==> src/rtl/rv32i_inst_encoder_pkg.sv <==
// Shared RV32I opcode/funct3 constants plus the encoder's instruction-format
// enum, FSM state enum and the canonical NOP word.
package rv32i_inst_encoder_pkg;

   localparam logic [6:0] OPC_LUI    = 7'b0110111;
   localparam logic [6:0] OPC_AUIPC  = 7'b0010111;
   localparam logic [6:0] OPC_JAL    = 7'b1101111;
   localparam logic [6:0] OPC_JALR   = 7'b1100111;
   localparam logic [6:0] OPC_BRANCH = 7'b1100011;
   localparam logic [6:0] OPC_LOAD   = 7'b0000011;
   localparam logic [6:0] OPC_STORE  = 7'b0100011;
   localparam logic [6:0] OPC_ITYPE  = 7'b0010011;
   localparam logic [6:0] OPC_RTYPE  = 7'b0110011;
   localparam logic [6:0] OPC_FENCE  = 7'b0001111;
   localparam logic [6:0] OPC_SYSTEM = 7'b1110011;

   localparam logic [2:0] F3_SLL     = 3'b001;
   localparam logic [2:0] F3_SRL_SRA = 3'b101;

   // ADDI x0,x0,0 -- substituted for anything that cannot be encoded
   localparam logic [31:0] NOP_INST = 32'h00000013;

   typedef enum logic [2:0] {
      FMT_R,
      FMT_I,
      FMT_SHIFT,
      FMT_S,
      FMT_B,
      FMT_U,
      FMT_J,
      FMT_BAD
   } inst_fmt_t;

   typedef enum logic [1:0] {
      IDLE,
      LOAD,
      DRAIN,
      DONE
   } enc_state_t;

   // Map an opcode (and funct3, to split out immediate shifts) to its format
   function automatic inst_fmt_t inst_format(input logic [6:0] opcode,
                                             input logic [2:0] funct3);
      inst_fmt_t fmt;
      case (opcode)
         OPC_RTYPE:  fmt = FMT_R;
         OPC_ITYPE:  fmt = (funct3 == F3_SLL || funct3 == F3_SRL_SRA) ? FMT_SHIFT : FMT_I;
         OPC_LOAD,
         OPC_JALR,
         OPC_SYSTEM,
         OPC_FENCE:  fmt = FMT_I;
         OPC_STORE:  fmt = FMT_S;
         OPC_BRANCH: fmt = FMT_B;
         OPC_LUI,
         OPC_AUIPC:  fmt = FMT_U;
         OPC_JAL:    fmt = FMT_J;
         default:    fmt = FMT_BAD;
      endcase
      return fmt;
   endfunction

endpackage

==> src/rtl/rv32i_enc_fifo.sv <==
// Small synchronous FIFO decoupling the encoder from the memory write port.
// DEPTH must be a power of two, at least 2. Read data is the current head.
module rv32i_enc_fifo #(
   parameter int DEPTH = 2,
   parameter int WIDTH = 32
) (
   input  logic                       clk,
   input  logic                       rst,
   input  logic                       push,
   input  logic                       pop,
   input  logic [WIDTH-1:0]           wdata,
   output logic [WIDTH-1:0]           rdata,
   output logic                       full,
   output logic                       empty,
   output logic [$clog2(DEPTH):0]     occupancy
);

   localparam int PTR_W = $clog2(DEPTH);
   localparam logic [PTR_W:0] DEPTH_V = (PTR_W + 1)'(DEPTH);
   localparam logic [PTR_W-1:0] PTR_ONE = PTR_W'(1);
   localparam logic [PTR_W:0] CNT_ONE = (PTR_W + 1)'(1);

   logic [WIDTH-1:0] mem [DEPTH];
   logic [PTR_W-1:0] wr_ptr;
   logic [PTR_W-1:0] rd_ptr;
   logic [PTR_W:0]   count_q;
   logic             do_push;
   logic             do_pop;

   assign full      = (count_q == DEPTH_V);
   assign empty     = (count_q == '0);
   assign occupancy = count_q;
   assign do_push   = push && !full;
   assign do_pop    = pop && !empty;
   assign rdata     = mem[rd_ptr];

   // Pointer and occupancy bookkeeping; push+pop together leaves occupancy as is
   always_ff @(posedge clk) begin
      if (rst) begin
         wr_ptr  <= '0;
         rd_ptr  <= '0;
         count_q <= '0;
      end else begin
         if (do_push) wr_ptr <= wr_ptr + PTR_ONE;
         if (do_pop)  rd_ptr <= rd_ptr + PTR_ONE;
         case ({do_push, do_pop})
            2'b10:   count_q <= count_q + CNT_ONE;
            2'b01:   count_q <= count_q - CNT_ONE;
            default: count_q <= count_q;
         endcase
      end
   end

   // Data storage needs no reset; occupancy decides what is valid
   always_ff @(posedge clk) begin
      if (do_push) mem[wr_ptr] <= wdata;
   end

endmodule

==> src/rtl/rv32i_inst_encoder.sv <==
// RV32I instruction encoder: packs decoded field bundles into 32-bit words
// and writes a programmed number of them to consecutive IMEM addresses.
// Optional build macro RV32I_ENC_RANGE_CHECK_EN: out-of-range immediates are
// replaced by a NOP and raise o_err; without it they are silently truncated.
module rv32i_inst_encoder
   import rv32i_inst_encoder_pkg::*;
#(
   parameter int ADDR_WIDTH  = 12,
   parameter int COUNT_WIDTH = 10,
   parameter int FIFO_DEPTH  = 2
) (
   input  logic                   i_clk,
   input  logic                   i_rst,
   input  logic                   i_start,
   input  logic [ADDR_WIDTH-1:0]  i_base_addr,
   input  logic [COUNT_WIDTH-1:0] i_count,
   input  logic                   i_valid,
   output logic                   o_ready,
   input  logic [6:0]             i_opcode,
   input  logic [4:0]             i_rd_addr,
   input  logic [4:0]             i_rs1_addr,
   input  logic [4:0]             i_rs2_addr,
   input  logic [2:0]             i_funct3,
   input  logic [6:0]             i_funct7,
   input  logic [31:0]            i_imm,
   output logic                   o_mem_we,
   output logic [ADDR_WIDTH-1:0]  o_mem_addr,
   output logic [31:0]            o_mem_wdata,
   input  logic                   i_mem_ready,
   output logic                   o_busy,
   output logic                   o_done,
   output logic                   o_err
);

   localparam int CNT_W = $clog2(FIFO_DEPTH) + 1;
   localparam logic [CNT_W-1:0]       DEPTH_CNT  = CNT_W'(FIFO_DEPTH);
   localparam logic [COUNT_WIDTH-1:0] CNT_ONE    = COUNT_WIDTH'(1);
   localparam logic [ADDR_WIDTH-1:0]  ADDR_STEP  = ADDR_WIDTH'(4);
   localparam logic [ADDR_WIDTH-1:0]  ADDR_ALIGN = ~ADDR_WIDTH'(3);

   enc_state_t             state_q;
   enc_state_t             state_d;
   logic [ADDR_WIDTH-1:0]  addr_q;
   logic [COUNT_WIDTH-1:0] count_q;
   logic [COUNT_WIDTH-1:0] accepted_q;
   logic [COUNT_WIDTH-1:0] written_q;
   logic                   err_q;

   inst_fmt_t              fmt;
   logic [31:0]            enc_word;
   logic                   enc_bad;
   logic                   accept;
   logic                   write_done;
   logic                   fifo_push;
   logic                   fifo_full;
   logic                   fifo_empty;
   logic [31:0]            fifo_rdata;
   logic [CNT_W-1:0]       fifo_count;

   assign fmt        = inst_format(i_opcode, i_funct3);
   assign o_ready    = (state_q == LOAD) && (fifo_count < DEPTH_CNT) && (accepted_q < count_q);
   assign accept     = i_valid && o_ready;
   assign fifo_push  = accept && !fifo_full;
   assign o_mem_we   = !fifo_empty;
   assign write_done = o_mem_we && i_mem_ready;
   assign o_mem_addr = addr_q;
   assign o_mem_wdata = fifo_empty ? 32'h0 : fifo_rdata;
   assign o_busy     = (state_q != IDLE);
   assign o_done     = (state_q == DONE);
   assign o_err      = err_q;

`ifdef RV32I_ENC_RANGE_CHECK_EN
   logic imm_illegal;

   // Flag immediates that do not fit the selected format's field
   always_comb begin
      imm_illegal = 1'b0;
      case (fmt)
         FMT_I,
         FMT_S:     imm_illegal = !((&i_imm[31:11]) || !(|i_imm[31:11]));
         FMT_SHIFT: imm_illegal = |i_imm[31:5];
         FMT_B:     imm_illegal = !((&i_imm[31:12]) || !(|i_imm[31:12])) || i_imm[0];
         FMT_J:     imm_illegal = !((&i_imm[31:20]) || !(|i_imm[31:20])) || i_imm[0];
         FMT_U:     imm_illegal = |i_imm[11:0];
         default:   imm_illegal = 1'b0;
      endcase
   end
`endif

   // Pack the field bundle into an instruction word; unencodable input gives a NOP
   always_comb begin
      enc_word = NOP_INST;
      enc_bad  = 1'b0;
      case (fmt)
         FMT_R:     enc_word = {i_funct7, i_rs2_addr, i_rs1_addr, i_funct3, i_rd_addr, i_opcode};
         FMT_I:     enc_word = {i_imm[11:0], i_rs1_addr, i_funct3, i_rd_addr, i_opcode};
         FMT_SHIFT: enc_word = {i_funct7, i_imm[4:0], i_rs1_addr, i_funct3, i_rd_addr, i_opcode};
         FMT_S:     enc_word = {i_imm[11:5], i_rs2_addr, i_rs1_addr, i_funct3, i_imm[4:0], i_opcode};
         FMT_B:     enc_word = {i_imm[12], i_imm[10:5], i_rs2_addr, i_rs1_addr, i_funct3,
                                i_imm[4:1], i_imm[11], i_opcode};
         FMT_U:     enc_word = {i_imm[31:12], i_rd_addr, i_opcode};
         FMT_J:     enc_word = {i_imm[20], i_imm[10:1], i_imm[11], i_imm[19:12], i_rd_addr, i_opcode};
         default: begin
            enc_word = NOP_INST;
            enc_bad  = 1'b1;
         end
      endcase
`ifdef RV32I_ENC_RANGE_CHECK_EN
      if (imm_illegal) begin
         enc_word = NOP_INST;
         enc_bad  = 1'b1;
      end
`endif
   end

   // Next-state logic; LOAD/DRAIN look ahead so DONE follows the last write directly
   always_comb begin
      state_d = state_q;
      case (state_q)
         IDLE: begin
            if (i_start) state_d = (i_count == '0) ? DONE : LOAD;
         end
         LOAD: begin
            if ((accepted_q == count_q) || (accept && (accepted_q + CNT_ONE == count_q)))
               state_d = DRAIN;
         end
         DRAIN: begin
            if ((written_q == count_q) || (write_done && (written_q + CNT_ONE == count_q)))
               state_d = DONE;
         end
         DONE:    state_d = IDLE;
         default: state_d = IDLE;
      endcase
   end

   // State, address, counters and sticky error; a start in IDLE re-arms everything
   always_ff @(posedge i_clk) begin
      if (i_rst) begin
         state_q    <= IDLE;
         addr_q     <= '0;
         count_q    <= '0;
         accepted_q <= '0;
         written_q  <= '0;
         err_q      <= 1'b0;
      end else begin
         state_q <= state_d;
         if (state_q == IDLE && i_start) begin
            addr_q     <= i_base_addr & ADDR_ALIGN;
            count_q    <= i_count;
            accepted_q <= '0;
            written_q  <= '0;
            err_q      <= 1'b0;
         end else begin
            if (accept) accepted_q <= accepted_q + CNT_ONE;
            if (accept && enc_bad) err_q <= 1'b1;
            if (write_done) begin
               written_q <= written_q + CNT_ONE;
               addr_q    <= addr_q + ADDR_STEP;
            end
         end
      end
   end

   rv32i_enc_fifo #(
      .DEPTH (FIFO_DEPTH),
      .WIDTH (32)
   ) u_fifo (
      .clk       (i_clk),
      .rst       (i_rst),
      .push      (fifo_push),
      .pop       (write_done),
      .wdata     (enc_word),
      .rdata     (fifo_rdata),
      .full      (fifo_full),
      .empty     (fifo_empty),
      .occupancy (fifo_count)
   );

endmodule

==> config.mk <==
export PLATFORM = sky130hd
export DESIGN_NAME = rv32i_inst_encoder
export DESIGN_NICKNAME = d
export VERILOG_FILES = /design/src/rtl/rv32i_inst_encoder_pkg.sv /design/src/rtl/rv32i_enc_fifo.sv /design/src/rtl/rv32i_inst_encoder.sv
export SDC_FILE = /design/constraint.sdc
export NUM_CORES = 1
export LEC_CHECK = 0
export ABC_AREA = 1
export CORE_ASPECT_RATIO = 1.2
export CORE_MARGIN = 3
export CORE_UTILIZATION = 47
export CTS_BUF_LIST = sky130_fd_sc_hd__clkbuf_16
export DETAILED_ROUTE_END_ITERATION = 16
export GPL_TIMING_DRIVEN = 0
export HOLD_SLACK_MARGIN = 0.03
export PLACE_DENSITY = 0.83
export RECOVER_POWER = 50
export SKIP_CTS_REPAIR_TIMING = 1
export SLEW_MARGIN = 30
export SYNTH_ARGS = -nofsm -noshare
export SYNTH_HDL_FRONTEND = slang
export SYNTH_SLANG_ARGS = --single-unit
export TNS_END_PERCENT = 1
==> constraint.sdc <==
create_clock -name i_clk -period 3.5 [get_ports i_clk]
set_input_delay 0.7 -clock i_clk [delete_from_list [all_inputs] [get_ports i_clk]]
set_output_delay 0.7 -clock i_clk [all_outputs]
set_load 0.05 [all_outputs]
==> impl_metrics.toml, run 1 <==
[clocking]
clk_root_buffer_cell = "clkbuf_16"
cts_htree_levels = 3
clock_sink_count = 112
clk_pin_slew_worst_paths_ns = 0.08
cts_made_buffers = 9
clock_latency_ns = 0.36
clock_path_buffers = 2
cts_tree = "done"

[power]
powerDensity_nw_per_um2 = 632
irDropWorstVdd_mv = 0.386
power_leakage_uw = 0.00348

[detailed_routing]
drtAntennaViolNets = 0
drc = 0
routedWlPerCell_um = 16.0
vias = 6189
drt_pass1_iterations = 5
drt_wl_total_um = 18200
drt_iter0_markers = 393
routed_via_density = 5.42

[sta]
finalCritPeriodShare = 0.956
tightestPinTransition_ns = 0.631
rsz0062_at_grt = "false"
slew_headroom = 0.576
fmaxAchievable_mhz = 299
drv_slew = 0
finalSetupViolCount = 0
finClkSkew_ns = 0.0109
hold_viol = 0
fin_crit_ns = 3.35
holdWs_ns = 0.451

[yosys]
synth_edf_count = 64
yosysMostFrequentCell = "nand2_1"
synth_area_um2 = 6450
synthTopCellsByArea = "edfxtp_1 30%, dfxtp_1 15%, nand2_1 13%, a21oi_1 7.0%, inv_1 4.7%"
synthTopCellsByCount = "216 x nand2_1, 90 x a21oi_1, 80 x inv_1"
yosysTopAreaCellShare = 0.298
yosys.area.top_type = "edfxtp_1"
synth.distinct_cells = 47
yosys_warnings = 0
synth_seq_cells = 112
synthArstFlopShare = 0
syn_area_per_cell_um2 = 7.90
yosys_most_used_dff = "edfxtp_1"
ys_seq_area_frac = 0.447
syn_inst = 817

[worst_hold_path]
min_path_type = "reg2reg"
hold_end = "o_err"
whs_path_depth = 2
worst_hold_startpoint = "o_err"

[global_route]
grt_max_degree = 23
grt_first_pass_wirelength_um = 29000
grt_antenna_before_repair = 0
grt-ovfl-total = 0
grt_pass1_vias = 5823
track_usage = 0.241

[status]
status = "complete, no violations"

[floorplan]
pin_count = 140
die_x_um = 113
rows = 46
start_util = 0.483
core-area_um2 = 13400
die-area_um2 = 15200
dieHeight_um = 134

[worst_setup_path]
crit_fanout = 10
reg2regPathDepth = 16
worstReg2RegStart = "count_q[5]"
ff2ff_setup_slack_ns = 0.67
start_kind = "flop"
crit_type = "reg2out"
worstPathRequired_ns = 2.80
crit_path_end_kind = "output pin"
reg2reg_to = "u_fifo.occupancy[1]"
crit_arrival_ns = 2.65

[final_layout]
stdcell_count = 1142
drive_gt1_frac = 0.0411
seq_area_um2 = 2880
multi_input_area_um2 = 3080
fill_cells = 1133
nets = 1079
num_antenna_cells = 0
synthToLayoutAreaGrowth_pct = 30.0
fin_util = 0.628

[placement]
gp_congestion = 0.931
numPortBuffers = 135
dp.cells = 1126
dp_hpwl_um = 14200

[run]
cap_violations = 0
==> final cells by class <==
cell class / count / area share
multi-input cells: 589 / 0.367
flip-flops and latches: 112 / 0.344
repair buffers: 137 / 0.169
inverters: 87 / 0.0389
clock buffers: 9 / 0.0268
well taps: 168 / 0.0251
plain buffers: 33 / 0.0170
clock inverters: 7 / 0.0122
==> state kept, by name, indices dropped and copies added, names as in the netlist, named ones only <==
signal	count
u_fifo.mem	64
accepted_q	10
count_q	10
o_mem_addr	10
written_q	10
state_q	2
u_fifo.occupancy	2
o_err	1
u_fifo.rd_ptr	1
u_fifo.wr_ptr	1
==> worst max-delay path by stage <==
stage | start | slack (ns) | end
floorplan | count_q[5] | -0.52 | u_fifo.mem[0][0]
finish | flop | 0.15 | o_mem_wdata[5]
detailed placement | flop | 0.51 | o_mem_wdata[12]
CTS | flop | 0.1 | o_mem_wdata[12]
global placement | count_q[5] | -0.79 | u_fifo.mem[0][4]
global route | flop | 0.03 | o_mem_wdata[3]
==> critical path, stage by stage, from the launching register on <==
cell,delay [ns]
dfxtp_1,0.30
clkbuf_1,0.19
inv_1,0.21
clkbuf_1,0.40
nand2_1,0.10
a21oi_1,0.23
clkdlybuf4s50_1,0.85
==> through the flow <==
step / setup slack (ns) / total power, µW / instance area, µm² / TNS (ns)
floorplan: -0.520 / 3380 / 6470 / -16.64
global placement: -0.793 / 4170 / 8030 / -26.21
detailed placement: 0.514 / 4230 / 8100 / 0
CTS: 0.0970 / 5350 / 8430 / 0
global route: 0.0298 / 5620 / 8390 / 0
finish: 0.153 / 5300 / 8390 / 0
==> logic make-up after synthesis <==
family	Yosys count	synth area share
AO/OA/AOI/OAI	195	0.175
XOR/XNOR	16	0.0238
adder cells (fa/ha/maj)	19	0.0368
buffers and inverters	120	0.0750
flip-flops	112	0.447
other	2	0.00116
AND/OR/NAND/NOR	353	0.241
==> per-layer routing <==
layer,vias up,global-route usage,routed length [µm]
met3,33,0.0659,1500
met4,0,0.0681,387
li1,3074,-,-
met2,278,0.409,8860
met1,2804,0.300,7470
met5,-,0,0
==> where the power goes <==
group          internal [µW]  switching, µW  leakage, µW
Clock                    583            524     0.000160
Combinational            780           1630      0.00234
Sequential              1620            166     0.000984
==> cell usage in the layout (no fill, tap or decap), types with 4 or more instances in the layout <==
| cell | Yosys | routed |
|---|---|---|
| xnor2_1 | 5 | 5 |
| a21boi_0 | 14 | 14 |
| xor2_1 | 10 | 10 |
| a221oi_1 | 11 | 11 |
| clkbuf_16 | 0 | 9 |
| buf_4 | 5 | 4 |
| nand2_1 | 216 | 217 |
| nand4_1 | 16 | 16 |
| nor3_1 | 7 | 8 |
| o211ai_1 | 7 | 7 |
| clkbuf_1 | 21 | 26 |
| clkdlybuf4s50_1 | 0 | 114 |
| dlymetal6s2s_1 | 0 | 5 |
| nand3_1 | 35 | 36 |
| conb_1 | 2 | 6 |
| edfxtp_1 | 64 | 64 |
| o21ai_0 | 51 | 52 |
| dfxtp_1 | 48 | 48 |
| o31ai_1 | 6 | 6 |
| ha_1 | 19 | 19 |
| a21oi_1 | 90 | 90 |
| inv_1 | 80 | 82 |
| nor2_1 | 56 | 56 |
| dlygate4sd3_1 | 0 | 16 |
Power figures use the tool's default switching activity.
==> run 2, diff against run 1 <==
--- a/config.mk
+++ b/config.mk
@@ -15,6 +15,7 @@
 export HOLD_SLACK_MARGIN = 0.03
 export PLACE_DENSITY = 0.83
 export RECOVER_POWER = 50
+export SETUP_SLACK_MARGIN = 0.3
 export SKIP_CTS_REPAIR_TIMING = 1
 export SLEW_MARGIN = 30
 export SYNTH_ARGS = -nofsm -noshare
==> impl_metrics.toml, run 2 (same netlist as run 1, synthesis figures left out) <==
[status]
status = "complete, no violations"

[power]
power_leakage_uw = 0.00340
powerDensity_nw_per_um2 = 624
irDropWorstVdd_mv = 0.589

[clocking]
clock_sink_count = 112
cts_htree_levels = 3
clk_pin_slew_worst_paths_ns = 0.07
clock_path_buffers = 2
cts_made_buffers = 9
clk_root_buffer_cell = "clkbuf_16"
clock_latency_ns = 0.36
cts_tree = "done"

[worst_setup_path]
crit_chain = "clkbuf_1, inv_1, clkbuf_1, nand2_1, a21oi_1, clkdlybuf4s50_1"
critical_path.top_delay_family = "buffers and inverters"
slowest_stage = "clkdlybuf4s50_1"
worstReg2RegStart = "count_q[9]"
crit_arrival_ns = 2.62
crit_path_end_kind = "output pin"
crit_type = "reg2out"
crit_fanout = 10
critical_path.most_common_cell = "clkbuf_1"
worstPathRequired_ns = 2.80
reg2regPathDepth = 14
ff2ff_setup_slack_ns = 0.39
reg2reg_to = "u_fifo.occupancy[1]"
cp.depth = 6
critPathBufInv = 4
setup.worst_path.end = "o_mem_wdata[10]"
slowest_delay_ns = 0.85
start_kind = "flop"

[final_layout]
nets = 1079
fill_cells = 1155
drive_gt1_frac = 0.0400
layout_common_cells = "217 x nand2_1, 118 x clkdlybuf4s50_1, 90 x a21oi_1"
final_common_cell = "nand2_1"
synthToLayoutAreaGrowth_pct = 29.3
num_antenna_cells = 0
top_register = "u_fifo.mem"
largest_reg_flops = 64
final_cell_area_um2 = 8340

[global_route]
grt_pass1_vias = 6109
grt_first_pass_wirelength_um = 29700
grt_antenna_before_repair = 0
track_usage = 0.247
grt_max_degree = 34
grt-ovfl-total = 0

[floorplan]
dieHeight_um = 134
core-area_um2 = 13400
die_x_um = 113
rows = 46
start_util = 0.483
pin_count = 140
die-area_um2 = 15200

[worst_hold_path]
worst_hold_startpoint = "u_fifo.rd_ptr"
min_path_type = "reg2reg"

[detailed_routing]
routedWlPerCell_um = 16.5
drt_iter0_markers = 425
drtAntennaViolNets = 0
vias = 6319
drc = 0
routed_via_density = 5.53
drt_wl_total_um = 18800
drt_pass1_iterations = 5

[sta]
hold_viol = 0
finClkSkew_ns = 0.00996
tightestPinTransition_ns = 0.811
drv_slew = 0
rsz0062_at_grt = "true"
fmaxAchievable_mhz = 302
finalSetupViolCount = 0
fin_crit_ns = 3.32
finalCritPeriodShare = 0.947
slew_headroom = 0.455
tns_ns = 0

[placement]
numPortBuffers = 135
post_dp_cell_area_um2 = 8070
dp_hpwl_um = 14500
gp_congestion = 0.961

[run]
cap_violations = 0
-- run 2: per-stage QoR --
step / worst slack (ns) / utilization / cells / hold WS, ns / power (µW)
final: 0.184 / 0.625 / 1142 / 0.465 / 5200
after global placement: 0.00130 / 0.602 / 1124 / 0.436 / 4180
after detailed placement: 0.453 / 0.604 / 1125 / 0.453 / 4240
after floorplan: 0.00457 / - / 821 / 0.425 / 3380
after global routing: 0.0377 / 0.625 / 1142 / 0.518 / 5510
after CTS: 0.184 / 0.626 / 1141 / 0.464 / 5240
-- run 2: cell type report --
cell class / instances / area [µm²] / area share
buffer: 33 / 141 / 0.0169
clock inverter: 7 / 56.3 / 0.00675
multi-input combinational: 589 / 3090 / 0.371
clock buffer: 9 / 225 / 0.0270
tap: 168 / 210 / 0.0252
timing repair buffer: 137 / 1410 / 0.169
sequential: 112 / 2880 / 0.346
inverter: 87 / 327 / 0.0391
-- run 2: per-layer routing --
metal / track usage / wire, µm
met2: 0.441 / 9680
met3: 0.0433 / 1180
met5: 0 / 0
met1: 0.284 / 7310
met4: 0.116 / 654
-- run 2: worst min-delay path by stage --
stage / to / slack (ns) / cells after the start
6_report: flop / 0.46 / 1
5_1_grt: u_fifo.rd_ptr / 0.52 / 1
4_1_cts: flop / 0.46 / 1
3_5_place_dp: flop / 0.45 / 1
3_3_place_gp: u_fifo.rd_ptr / 0.44 / 1
2_1_floorplan: flop / 0.43 / 1
-- run 2: power breakdown --
| group | leakage [µW] | switching [µW] | internal, µW |
|---|---|---|---|
| clock | 0.000137 | 505 | 491 |
| combinational | 0.00228 | 1650 | 777 |
| sequential | 0.000984 | 166 | 1620 |
| total | 0.00340 | 2320 | 2890 |
-- run 2: worst reg2reg max path, stage by stage (launching register included) --
cell,delay (ns)
dfxtp_1,0.37
inv_1,0.10
ha_1,0.30
nand2_1,0.07
nor2_1,0.25
nand3_1,0.17
nand3_1,0.10
nor2_1,0.07
nand2_1,0.19
clkbuf_1,0.57
ha_1,0.38
a21oi_1,0.11
o21ai_0,0.11
o21ai_0,0.16
a21oi_1,0.06
